==> src/rtl/pipe_pkg.sv <==
// Shared widths, bus field offsets, one-hot opcodes and MUL state encoding
// for the execute stage of the 8-bit teaching pipeline.
package pipe_pkg;

    localparam int DS_TO_ES_BUS_W = 28;
    localparam int ES_TO_WS_BUS_W = 14;

    localparam logic [3:0] OP_ADD = 4'b1000;
    localparam logic [3:0] OP_SUB = 4'b0100;
    localparam logic [3:0] OP_MUL = 4'b0010;
    localparam logic [3:0] OP_LI  = 4'b0001;

    localparam int DS_OP_LSB  = 24;
    localparam int DS_RY_LSB  = 16;
    localparam int DS_RX_LSB  = 8;
    localparam int DS_IMM_LSB = 0;

    localparam int ES_CARRY_BIT = 13;
    localparam int ES_ZERO_BIT  = 12;
    localparam int ES_OP_LSB    = 8;
    localparam int ES_RES_LSB   = 0;

    typedef enum logic [1:0] {
        MUL_IDLE = 2'd0,
        MUL_BUSY = 2'd1,
        MUL_DONE = 2'd2
    } mul_state_t;

endpackage

==> src/rtl/exe_stage_if.sv <==
// Decode->execute->writeback handshake and bus signals seen by the execute stage.
interface exe_stage_if;
    import pipe_pkg::*;

    logic                      ds_to_es_valid;
    logic [DS_TO_ES_BUS_W-1:0] ds_to_es_bus;
    logic                      es_allowin;
    logic                      es_to_ws_valid;
    logic                      ws_allowin;
    logic [ES_TO_WS_BUS_W-1:0] es_to_ws_bus;

    modport master (
        output ds_to_es_valid, ds_to_es_bus, ws_allowin,
        input  es_allowin, es_to_ws_valid, es_to_ws_bus
    );

    modport slave (
        input  ds_to_es_valid, ds_to_es_bus, ws_allowin,
        output es_allowin, es_to_ws_valid, es_to_ws_bus
    );

endinterface

==> src/rtl/exe_stage_mul8.sv <==
// Iterative 8x8 shift-add multiplier: one multiplier bit per clock, 8 clocks per product.
// state    | meaning
// MUL_IDLE | no multiply in flight
// MUL_BUSY | accumulating partial products, cnt = bit being processed
// MUL_DONE | product valid, held until consumed or restarted
module es_mul8
    import pipe_pkg::*;
(
    input  logic        clk,
    input  logic        reset,
    input  logic        start,
    input  logic [7:0]  a,
    input  logic [7:0]  b,
    input  logic        consume,
    output logic        busy,
    output logic        done,
    output logic [15:0] product
);

    mul_state_t  state, state_nxt;
    logic [2:0]  cnt;
    logic [15:0] mcand;
    logic [7:0]  mplier;
    logic [15:0] acc;

    always_ff @(posedge clk) begin
        if (reset) begin
            state  <= MUL_IDLE;
            cnt    <= 3'd0;
            mcand  <= 16'h0000;
            mplier <= 8'h00;
            acc    <= 16'h0000;
        end else begin
            state <= state_nxt;
            if (start && state != MUL_BUSY) begin
                cnt    <= 3'd0;
                acc    <= 16'h0000;
                mcand  <= {8'h00, a};
                mplier <= b;
            end else if (state == MUL_BUSY) begin
                if (mplier[0]) acc <= acc + mcand;
                mcand  <= mcand << 1;
                mplier <= mplier >> 1;
                cnt    <= cnt + 3'd1;
            end
        end
    end

    always_comb begin
        state_nxt = state;
        case (state)
            MUL_IDLE: if (start) state_nxt = MUL_BUSY;
            MUL_BUSY: if (cnt == 3'd7) state_nxt = MUL_DONE;
            // a back-to-back MUL restarts directly rather than passing through IDLE
            MUL_DONE: begin
                if (start)        state_nxt = MUL_BUSY;
                else if (consume) state_nxt = MUL_IDLE;
            end
            default:  state_nxt = MUL_IDLE;
        endcase
    end

    assign busy    = (state == MUL_BUSY);
    assign done    = (state == MUL_DONE);
    assign product = acc;

endmodule

==> src/rtl/exe_stage.sv <==
// Execute stage: latches the decode bundle, computes ADD/SUB/LI in one cycle
// and MUL over 8 extra cycles, and presents result/flags to writeback.
module exe_stage
    import pipe_pkg::*;
(
    input  logic        clk,
    input  logic        reset,
    exe_stage_if.slave  es_io
);

    logic [DS_TO_ES_BUS_W-1:0] es_bus;
    logic                      es_valid;
    logic                      es_ready_go;
    logic                      load;
    logic                      drain;
    logic [3:0]                es_op;
    logic [7:0]                es_rx, es_ry, es_imm;
    logic                      mul_start, mul_busy, mul_done;
    logic [15:0]               mul_product;
    logic [8:0]                sum9;
    logic [7:0]                result;
    logic                      carry;

    assign es_op  = es_bus[DS_OP_LSB  +: 4];
    assign es_ry  = es_bus[DS_RY_LSB  +: 8];
    assign es_rx  = es_bus[DS_RX_LSB  +: 8];
    assign es_imm = es_bus[DS_IMM_LSB +: 8];

    assign es_ready_go          = !(es_op == OP_MUL && !mul_done);
    assign es_io.es_allowin     = !es_valid || (es_ready_go && es_io.ws_allowin);
    assign es_io.es_to_ws_valid = es_valid && es_ready_go;
    assign load                 = es_io.ds_to_es_valid && es_io.es_allowin;
    assign drain                = es_io.es_to_ws_valid && es_io.ws_allowin;

    always_ff @(posedge clk) begin
        if (reset) begin
            es_valid <= 1'b0;
            es_bus   <= '0;
        end else if (load) begin
            es_valid <= 1'b1;
            es_bus   <= es_io.ds_to_es_bus;
        end else if (drain) begin
            es_valid <= 1'b0;
        end
    end

    // operands come straight off the incoming bundle so BUSY starts on the load edge
    assign mul_start = load && !mul_busy
                       && (es_io.ds_to_es_bus[DS_OP_LSB +: 4] == OP_MUL);

    es_mul8 u_mul (
        .clk     (clk),
        .reset   (reset),
        .start   (mul_start),
        .a       (es_io.ds_to_es_bus[DS_RX_LSB +: 8]),
        .b       (es_io.ds_to_es_bus[DS_RY_LSB +: 8]),
        .consume (drain),
        .busy    (mul_busy),
        .done    (mul_done),
        .product (mul_product)
    );

    always_comb begin
        sum9   = 9'd0;
        result = 8'h00;
        carry  = 1'b0;
        case (es_op)
            OP_ADD: begin
                sum9   = {1'b0, es_rx} + {1'b0, es_ry};
                result = sum9[7:0];
                carry  = sum9[8];
            end
            OP_SUB: begin
                result = es_rx - es_ry;
                carry  = (es_rx < es_ry);
            end
            OP_MUL: begin
                result = mul_product[7:0];
                carry  = |mul_product[15:8];
            end
            OP_LI:   result = es_imm;
            default: ;
        endcase
    end

    assign es_io.es_to_ws_bus = {carry, (result == 8'h00), es_op, result};

endmodule

==> src/flat_wrapper.sv <==
// flat-port wrapper written by rule: the top's interface ports become plain ports
module exe_stage_flat import pipe_pkg::*;
  (clk, reset, es_io_ds_to_es_valid, es_io_ds_to_es_bus, es_io_ws_allowin, es_io_es_allowin, es_io_es_to_ws_valid, es_io_es_to_ws_bus);
  exe_stage_if es_io_i ();
  input  logic clk;
  input  logic reset;
  input wire logic [$bits(es_io_i.ds_to_es_valid)-1:0] es_io_ds_to_es_valid;
  input wire logic [$bits(es_io_i.ds_to_es_bus)-1:0] es_io_ds_to_es_bus;
  input wire logic [$bits(es_io_i.ws_allowin)-1:0] es_io_ws_allowin;
  output wire logic [$bits(es_io_i.es_allowin)-1:0] es_io_es_allowin;
  output wire logic [$bits(es_io_i.es_to_ws_valid)-1:0] es_io_es_to_ws_valid;
  output wire logic [$bits(es_io_i.es_to_ws_bus)-1:0] es_io_es_to_ws_bus;
  assign es_io_i.ds_to_es_valid = es_io_ds_to_es_valid;
  assign es_io_i.ds_to_es_bus = es_io_ds_to_es_bus;
  assign es_io_i.ws_allowin = es_io_ws_allowin;
  assign es_io_es_allowin = es_io_i.es_allowin;
  assign es_io_es_to_ws_valid = es_io_i.es_to_ws_valid;
  assign es_io_es_to_ws_bus = es_io_i.es_to_ws_bus;
  exe_stage u_core (.clk(clk), .reset(reset), .es_io(es_io_i));
endmodule
==> config.mk <==
export PLATFORM = sky130hd
export DESIGN_NAME = exe_stage_flat
export DESIGN_NICKNAME = d
export VERILOG_FILES = /design/src/rtl/pipe_pkg.sv /design/src/rtl/exe_stage_if.sv /design/src/rtl/exe_stage_mul8.sv /design/src/rtl/exe_stage.sv /design/src/flat_wrapper.sv
export SDC_FILE = /design/constraint.sdc
export NUM_CORES = 1
export LEC_CHECK = 0
export CELL_PAD_IN_SITES_DETAIL_PLACEMENT = 1
export CELL_PAD_IN_SITES_GLOBAL_PLACEMENT = 1
export CORE_UTILIZATION = 46
export DETAILED_ROUTE_END_ITERATION = 16
export PLACE_DENSITY = 0.95
export SLEW_MARGIN = 20
export SYNTH_ARGS = -nofsm -noshare
export SYNTH_HDL_FRONTEND = slang
export SYNTH_SLANG_ARGS = --single-unit
==> constraint.sdc <==
create_clock -name clk -period 7.1 [get_ports clk]
set_clock_uncertainty 0.2 [all_clocks]
set_input_delay 1.42 -clock clk [delete_from_list [all_inputs] [get_ports clk]]
set_output_delay 1.42 -clock clk [all_outputs]
set_load 0.005 [all_outputs]
==> summary.md <==
| Metric | Value |
|---|---|
| GP Congestion | around 0.9 |
| Max-slew headroom | 0.241 |
| Period minus WS final | 4950 ps |
| TritonCTS clock tree | yes |
| Critical Path RT | around 5500 ps |
| Post-route DRC violation count | 0 |
| Drt pass-1 iters | 5 |
| # diodes | 0 |
| Cell variety after synth | 60 |
| FILL cells | approximately 1,100 |
| Mapped Cells | 559 |
| Post-Place Setup Slack | approximately 2400 ps |
| Hold-fix buffers, CTS | 0 |
| Rows | 35 |
| Clock Latency Late Sink | 370 ps |
| Crit share post-route | 0.697 |
| Worst Hold Class | flop to flop |
| Final Cell Area | around 0.0053 mm^2 |
| F_max | 202 MHz |
| Crit path buf inv count | 2 |
| Setup TNS | 0 ps |
| Hold Slack | 281 ps |
| Worst IR Drop VDD | 117 uV |
| Area grow syn2layout | 16.0% |
| PwrDens | between 150 and 200 mW/mm^2 |
| Ys Warns | 0 |
| Initial core utilization | 0.483 |
| CP Class | flop to output pin |
| Largest net degree at the start of global routing | 52 |
| Placed insts | 703 |
| Synth top area cells | dfxtp_1 (33%), ha_1 (9.4%), nand2_1 (7.2%) |
| Critical Path AT | roughly 3300 ps |
| Final wirelength | about 15 mm |
| Worst Tran Pin Value | 1140 ps |
| Fin cells | just over 700 |
| Num CTS Buffers | 9 |
| Post-synth EDFFs | 0 |
| Critical path's slowest cell | clkdlybuf4s50_1 |
| Die W | about 100 um |
| Slowest stage delay, CP | 550 ps |
| First-pass GRT wire length | 24.0 mm |
| Final HPWL DP | approximately 10 mm |
| Fin util | 0.560 |
| Syn_nets | 628 |
| Vias/cell | between 6 and 7 |
| Yosys reg bits | 74 |
| Post-Syn Area | about 0.0045 mm^2 |
| Max-cap violations | 0 |
| Async SR Flop Fraction | 0 |
| CTS H-Tree Depth | 3 |
| Post-route ant nets | 0 |
| Share of the synthesized area in the top cell type | 0.327 |
| Postcts setup bufs | 0 |
| Status | completed |
| Final Hold Viols | 0 |
| DR vias | roughly 4,400 |
| Final Power | roughly 1000 uW |
| Lkg Pwr | between 2 and 2.5 nW |
| Gr usage total | 0.310 |
| DP Area | 0.00502 mm^2 |
| Critical path endpoint category | output pin |
| Slack of the critical path | 2150 ps |
| Clk root buf | clkbuf_8 |
| Post-synth top cells | nand2_1 (87), dfxtp_1 (74), nor2_1 (56) |
| Number of DRC markers in iteration 0 | 208 |
| Synth area leader | dfxtp_1 |
| CP top delay family | compound AO/OA/AOI/OAI gates |
| Clock Tree Buf Depth | 2 |
| Final max-slew violation count | 0 |
| Die area | 0.0102 mm^2 |
| Final setup violation count | 0 |
| Boundary pin count | 48 |
| Clock transition at path regs | about 90 ps |
| Number of global-route vias before repair | 4,616 |
| Crit start category | flop |
| Post-CTS Resized | 0 |
| Congestion Overflow GR | 0 |
| Share of layout cells above drive strength 1 | 0.0542 |
| Die height | 101 um |
| Initial antenna violation count | 0 |
| Dominant cell by count in the synthesized netlist | nand2_1 |
| Nets@finish | 654 |
| Core ar. | roughly 0.0094 mm^2 |
| Avg WL per Cell | 21.0 um |
| CP max FO | 5 |
| PortBufs | 47 |
| Clk sinks | 74 |
| Sequential area share after synthesis | 0.327 |
| Top FF cell, synth | dfxtp_1 |
| Unrepaired setup endpoints after global routing | no |
| Post-synthesis area per instance | 8.10 um^2 |
| CP Cell Sequence | inv_1, ha_1, fa_1, nand2b_1, a21oi_1, a2111o_1, nand3_1, a21o_2, nor4_1, clkdlybuf4s50_1 |
==> cell families after synthesis <==
group	share of synthesized area
xor gates and xnor gates	0.0290
buffers and inverters	0.0539
DFF	0.327
adders and majority gates	0.107
and+or+nand+nor	0.210
AOI/OAI and AO/OA	0.218
muxes	0.0553
==> area by class of cell <==
class                      instances  area (um^2)  area share
multi-input combinational        431         2820       0.537
sequential                        74         1480       0.282
timing repair buffer              49          480      0.0915
tap                              129          161      0.0307
clock buffer                      10          138      0.0262
clock inverter                     6         95.1      0.0181
inverter                          20         75.1      0.0143
==> worst reg2reg max path, delay by kind of cell, from the launching register on <==
| family | cells | cell delay (ps) |
|---|---|---|
| AOI/OAI and AO/OA | 3 | 930 |
| DFF | 1 | 700 |
| and+or+nand+nor | 3 | 1600 |
==> layer usage <==
metal,global-route usage,wire (um),up-vias
met2,0.554,7730,149
met3,0.0628,871,55
met5,0,0,-
li1,-,-,2027
met4,0.139,579,0
met1,0.357,5940,2128
==> state kept, by name, indices dropped and copies added, names as in the netlist <==
register	cells
u_core.es_bus	28
u_core.u_mul.mplier	8
u_core.u_mul.cnt	3
u_core.u_mul.mcand	16
u_core.u_mul.state	2
u_core.u_mul.product	16
u_core.es_valid	1
==> path summary, 6_finish.rpt <==
path / startpoint / endpoint / slack, ps / cells after the start
max reg2reg: u_core.es_bus[25]$_SDFFE_PP0P_ / u_core.u_mul.product[10]$_SDFFE_PP0P_ / 3630 / 6
max: u_core.es_bus[8]$_SDFFE_PP0P_ / es_io_es_to_ws_bus[12] / 2150 / 10
min reg2reg: u_core.u_mul.cnt[1]$_SDFFE_PP0P_ / u_core.u_mul.cnt[1]$_SDFFE_PP0P_ / 280 / 2
min: u_core.u_mul.cnt[1]$_SDFFE_PP0P_ / u_core.u_mul.cnt[1]$_SDFFE_PP0P_ / 280 / 2
==> placed cells by master, fill, tap and decap left out, types with 4 or more instances in the layout <==
| cell | n |
|---|---|
| nand2_1 | 87 |
| dfxtp_1 | 74 |
| nor2_1 | 56 |
| a21oi_1 | 53 |
| clkdlybuf4s50_1 | 46 |
| ha_1 | 34 |
| mux2i_1 | 25 |
| inv_1 | 20 |
| o21ai_0 | 18 |
| a22oi_1 | 10 |
| clkbuf_8 | 10 |
| a211oi_1 | 9 |
| nor2b_1 | 8 |
| xor2_1 | 8 |
| nand2b_1 | 7 |
| xnor2_1 | 7 |
| nand3_1 | 7 |
| nor4b_1 | 6 |
| a21o_1 | 6 |
| a311oi_1 | 6 |
| nand3b_1 | 5 |
| o21a_1 | 5 |
| o211ai_1 | 5 |
| nor4_1 | 5 |
| a22o_1 | 5 |
| o21bai_1 | 4 |
| and2_1 | 4 |
| a31oi_1 | 4 |
==> power breakdown <==
part           internal [mW]  total (mW)  switching (mW)
Sequential             0.427       0.444          0.0167
Combinational         0.0758       0.164          0.0885
Clock                  0.211       0.389           0.178
No activity file was read; power rests on OpenSTA's default activity.
